**src/rtl/uart_pkg.sv**
```systemverilog
// Shared UART definitions: receiver FSM encodings, default bit timing, and
// the command byte values exchanged between the receiver, parser and TX side.
package uart_pkg;

  typedef enum logic [2:0] {
    IDLE   = 3'd0,
    START  = 3'd1,
    DATA   = 3'd2,
    PARITY = 3'd3,
    STOP   = 3'd4
  } uart_state_e;

  // 100 MHz system clock, 115200 baud
  localparam int CLKS_PER_BIT_DEFAULT = 868;

  localparam logic [7:0] CMD_SELECT  = 8'h53;
  localparam logic [7:0] CMD_QUARTER = 8'h51;
  localparam logic [7:0] CMD_DIME    = 8'h44;

endpackage

```
**src/rtl/sync_2ff.sv**
```systemverilog
// Two-flop synchronizer for a single asynchronous input; RST_VAL sets the
// value both flops take in reset, so an idle-high line does not look active.
module sync_2ff #(
  parameter logic RST_VAL = 1'b1
) (
  input  logic clk,
  input  logic reset,
  input  logic d,
  output logic q
);

  logic sync_p0;
  logic sync_p1;

  always_ff @(posedge clk or posedge reset) begin
    if (reset) begin
      sync_p0 <= RST_VAL;
      sync_p1 <= RST_VAL;
    end else begin
      sync_p0 <= d;
      sync_p1 <= sync_p0;
    end
  end

  assign q = sync_p1;

endmodule

```
**src/rtl/uart_rx.sv**
```systemverilog
// UART receiver, 8N1 LSB first, producing one-cycle byte / framing-error strobes.
// Define UART_RX_PARITY_EN to receive 8E1 frames and flag parity errors.
module uart_rx
  import uart_pkg::*;
#(
  parameter int CLKS_PER_BIT = CLKS_PER_BIT_DEFAULT
) (
  input  logic       clk,
  input  logic       reset,
  input  logic       rx_serial,
  output logic       rx_dv,
  output logic [7:0] rx_byte,
  output logic       rx_frame_err,
  output logic       rx_parity_err
);

  localparam int CNT_W = $clog2(CLKS_PER_BIT);
  localparam logic [CNT_W-1:0] HALF = CNT_W'((CLKS_PER_BIT - 1) / 2);
  localparam logic [CNT_W-1:0] LAST = CNT_W'(CLKS_PER_BIT - 1);

  logic             rx_sync;
  uart_state_e      state, state_nxt;
  logic [CNT_W-1:0] clk_cnt, clk_cnt_nxt;
  logic [2:0]       bit_idx, bit_idx_nxt;
  logic [7:0]       shift_reg, shift_nxt;
  logic [7:0]       rx_byte_nxt;
  logic             dv_nxt;
  logic             ferr_nxt;
  logic             parity_ok;

  sync_2ff #(
    .RST_VAL(1'b1)
  ) u_sync (
    .clk  (clk),
    .reset(reset),
    .d    (rx_serial),
    .q    (rx_sync)
  );

`ifdef UART_RX_PARITY_EN
  logic par_bit, par_bit_nxt;
  logic perr_nxt;

  assign parity_ok = ((^shift_reg) == par_bit);
`else
  assign parity_ok     = 1'b1;
  assign rx_parity_err = 1'b0;
`endif

  always_ff @(posedge clk or posedge reset) begin
    if (reset) begin
      state        <= IDLE;
      clk_cnt      <= '0;
      bit_idx      <= '0;
      shift_reg    <= '0;
      rx_byte      <= '0;
      rx_dv        <= 1'b0;
      rx_frame_err <= 1'b0;
    end else begin
      state        <= state_nxt;
      clk_cnt      <= clk_cnt_nxt;
      bit_idx      <= bit_idx_nxt;
      shift_reg    <= shift_nxt;
      rx_byte      <= rx_byte_nxt;
      rx_dv        <= dv_nxt;
      rx_frame_err <= ferr_nxt;
    end
  end

`ifdef UART_RX_PARITY_EN
  always_ff @(posedge clk or posedge reset) begin
    if (reset) begin
      par_bit       <= 1'b0;
      rx_parity_err <= 1'b0;
    end else begin
      par_bit       <= par_bit_nxt;
      rx_parity_err <= perr_nxt;
    end
  end
`endif

  always_comb begin
    state_nxt   = state;
    clk_cnt_nxt = clk_cnt;
    bit_idx_nxt = bit_idx;
    shift_nxt   = shift_reg;
    rx_byte_nxt = rx_byte;
    dv_nxt      = 1'b0;
    ferr_nxt    = 1'b0;
`ifdef UART_RX_PARITY_EN
    par_bit_nxt = par_bit;
    perr_nxt    = 1'b0;
`endif

    case (state)
      IDLE: begin
        clk_cnt_nxt = '0;
        bit_idx_nxt = '0;
        if (!rx_sync) state_nxt = START;
      end

      // Re-check mid start bit so short line glitches are dropped silently
      START: begin
        if (clk_cnt == HALF) begin
          clk_cnt_nxt = '0;
          state_nxt   = rx_sync ? IDLE : DATA;
        end else begin
          clk_cnt_nxt = clk_cnt + 1'b1;
        end
      end

      DATA: begin
        if (clk_cnt == LAST) begin
          clk_cnt_nxt        = '0;
          shift_nxt[bit_idx] = rx_sync;
          if (bit_idx == 3'd7) begin
            bit_idx_nxt = '0;
`ifdef UART_RX_PARITY_EN
            state_nxt   = PARITY;
`else
            state_nxt   = STOP;
`endif
          end else begin
            bit_idx_nxt = bit_idx + 3'd1;
          end
        end else begin
          clk_cnt_nxt = clk_cnt + 1'b1;
        end
      end

`ifdef UART_RX_PARITY_EN
      PARITY: begin
        if (clk_cnt == LAST) begin
          clk_cnt_nxt = '0;
          par_bit_nxt = rx_sync;
          state_nxt   = STOP;
        end else begin
          clk_cnt_nxt = clk_cnt + 1'b1;
        end
      end
`endif

      // Leave at mid stop bit so a back-to-back start edge is not missed
      STOP: begin
        if (clk_cnt == LAST) begin
          clk_cnt_nxt = '0;
          state_nxt   = IDLE;
          if (!rx_sync) begin
            ferr_nxt = 1'b1;
          end else if (parity_ok) begin
            dv_nxt      = 1'b1;
            rx_byte_nxt = shift_reg;
          end else begin
`ifdef UART_RX_PARITY_EN
            perr_nxt = 1'b1;
`endif
          end
        end else begin
          clk_cnt_nxt = clk_cnt + 1'b1;
        end
      end

      default: begin
        state_nxt   = IDLE;
        clk_cnt_nxt = '0;
        bit_idx_nxt = '0;
      end
    endcase
  end

endmodule

```
**config.mk**
```make
export PLATFORM = sky130hd
export DESIGN_NAME = uart_rx
export DESIGN_NICKNAME = d
export VERILOG_FILES = /design/src/rtl/uart_pkg.sv /design/src/rtl/sync_2ff.sv /design/src/rtl/uart_rx.sv
export SDC_FILE = /design/constraint.sdc
export NUM_CORES = 1
export LEC_CHECK = 0
export BUFFER_PORTS_ARGS = -buffer_cell sky130_fd_sc_hd__buf_2
export CORE_MARGIN = 4
export CORE_UTILIZATION = 40
export DETAILED_ROUTE_END_ITERATION = 8
export MAX_ROUTING_LAYER = met4
export PLACE_DENSITY = 0.65
export SLEW_MARGIN = 5
export SYNTH_ARGS = -nofsm -noshare
export SYNTH_HDL_FRONTEND = slang
export SYNTH_SLANG_ARGS = --single-unit
```
**constraint.sdc**
```tcl
create_clock -name clk -period 4.6 [get_ports clk]
set_input_delay 0 -clock clk [delete_from_list [all_inputs] [get_ports clk]]
set_output_delay 0 -clock clk [all_outputs]
set_load 0.03 [all_outputs]
```
==> results.toml <==
[synth]
synth_area_leaders = "dfrtp_1 (49%), mux2_2 (7.7%), nor2_1 (3.9%)"
yosysWarnings = 0
synth_enable_flop_cells = 0
synth_top_area_frac = 0.486
syn-num-nets = 169
ys_types = 35
syn_area_per_cell_um2 = 10.8
ys.flop_type = "dfrtp_1"
synth_area_leader_cell = "dfrtp_1"
syn_inst = 162
synth_area_um2 = 1750
ys_seq_elements = 36
ys_seq_area_frac = 0.516
async_flop_share = 1.00

[detailed_routing]
vias_per_cell = 5.30
first_pass_iters = 4
drtIter0Drc = 82
ant_nets = 0
wirelength_um = 3110
drc = 0
via_count = 1208
wl_per_cell_um = 13.6

[cts]
numCtsBuffers = 5
tritoncts = "done"
cts.sinks = 36
cts_resized = 0
cts_setup_buffers = 0
htreeDepth = 2
clk_latency_ps = 290
cts_root_buffer = "clkbuf_8"
clockBufferDepth = 2
clk_pin_slew_ps = 80

[timing]
setup_violations = 0
worstMarginPinSlew_ps = 844
tns_ps = 0
clock.fmax_ghz = 0.431
min_period_ps = 2320
final_hold_viol_count = 0
rsz0062_at_grt = "no"
fin_skew_ps = 12.0
slew-limit-headroom = 0.433
fin_crit_sh = 0.504
final.setup.worst_slack_ps = 2280
slew_viol_final = 0

[worst_setup_path]
worstSetupStartpointType = "register"
end_kind = "register"
slowest_delay_ps = 500
cp_slowest_cell = "nor4_1"
path_cells = "or3b_4, nor4_1, nand3_1, mux2_2"
critPathArrivalTime_ps = 2500
r2r_cells = 4
worstPathRequired_ps = 4780
timing_worst_setup_path_type = "reg2reg"
cp_max_fo = 8

[run_status]
status = "finished, final reports clean"

[grt]
grt_pass1_wl_um = 5530
grt_util_all_layers = 0.137
grt_pass1_vias = 1192
grt-ovfl-total = 0
grt_max_degree = 37
antenna_found_initial = 0

[layout]
largest_register_ffs = 10
layout_commonest_cell = "dfrtp_1"
layout-drive-gt1-share = 0.225
area_growth_pct = 11.7
most-common-layout-cells = "dfrtp_1 (34), nor2_1 (18), nand3_1 (12), mux2_2 (12), buf_2 (12)"
diodes = 0
num-nets-final = 184

[floorplan]
die_y_um = 74.1
core_um2 = 4120
die_area_um2 = 5500
start_util = 0.425
die_w_um = 74.1
rows = 23
io_pins = 14

[power_and_ir_drop]
cellPowerDensity_nw_per_um2 = 284
ir_drop_mv = 0.165
power_leakage_nw = 0.913

[job]
maxCapViolations = 0

[placement]
post-place-ws_ps = 2300
place.port_buffers = 12
gp_congestion = 0.927
hpwl_um = 2190

[min_path]
hold_class = "in2async"
==> what timing repair did <==
| action | 4_1_cts | 5_1_grt |
|---|---|---|
| hold endpoints to repair | 35 | 0 |
| hold buffers | 2 | 0 |
| endpoints found under the setup margin | 0 | 0 |
==> layer usage <==
layer / vias to the layer above / part of all wire / GRT usage / wire [um]
li1: 603 / - / - / -
met1: 574 / 0.46 / 0.167 / 1440
met2: 23 / 0.47 / 0.211 / 1470
met3: 8 / 0.045 / 0.0486 / 139
met4: 0 / 0.019 / 0.0483 / 59
met5: - / 0 / - / 0
==> synthesized netlist by cell type (4+ instances only) <==
| master | n |
|---|---|
| clkbuf_1 | 5 |
| xnor2_1 | 6 |
| nand3_1 | 12 |
| mux2_1 | 6 |
| nor4_1 | 9 |
| dfrtp_1 | 34 |
| mux2_2 | 12 |
| nor2_1 | 18 |
| a21oi_1 | 4 |
| nand2_1 | 8 |
| inv_1 | 7 |
| nor3_1 | 5 |
| ha_1 | 4 |
| nand2b_1 | 4 |
==> critical path, delay by kind of cell, from the launching register on <==
kind / cells / cell delay [ps]
multiplexers: 1 / 400
flip-flops: 1 / 440
AND/OR/NAND/NOR: 3 / 1370
==> worst paths after layout <==
check | from | to | slack [ps]
worst min register to register | u_sync.sync_p0 | u_sync.q | 360
worst max-delay path | clk_cnt[2] | rx_byte[1] | 2280
min in group clk | rx_serial | u_sync.sync_p0 | 350
worst max register to register | clk_cnt[2] | rx_byte[1] | 2280
max in group asynchronous | reset | u_sync.sync_p0 | 3920
worst min-delay path | reset | rx_byte[7] | 340
==> kinds of logic (layout without fill, tap and decap cells) <==
group	Yosys count	in the layout	share of synthesized area
simple gates	72	72	0.222
flops	36	36	0.516
mux	19	19	0.122
buf+inv	14	30	0.0365
compound gates	8	8	0.0322
xor+xnor	8	8	0.0401
fa+ha+maj	4	4	0.0286
other cells	1	1	0.00214
==> power breakdown <==
| group | total, mW | internal, mW | leakage (nW) | switching, mW |
|---|---|---|---|---|
| combinational | 0.00995 | 0.00260 | 0.392 | 0.00735 |
| sequential | 0.320 | 0.318 | 0.481 | 0.00164 |
| clock | 0.226 | 0.107 | 0.0404 | 0.119 |
==> metrics by stage <==
step           hold WS [ps]  power (mW)  std cells  utilization  cell area [um^2]
6_report                338       0.556        228        0.475              1950
5_1_grt                 353       0.582        228        0.475              1950
4_1_cts                 342       0.564        228        0.475              1950
3_5_place_dp            107       0.335        218        0.448              1840
3_3_place_gp            109       0.335        218        0.448              1840
2_1_floorplan          4.48       0.332        162            -              1750
==> final cells by class <==
class	instances	area (um^2)
clock buffer	5	68.8
clock inverter	3	23.8
fill	369	2160
inverter	7	26.3
multi-input combinational	112	782
sequential	36	903
tap	50	62.6
timing repair buffer	15	87.6
Power figures use the tool's default switching activity.
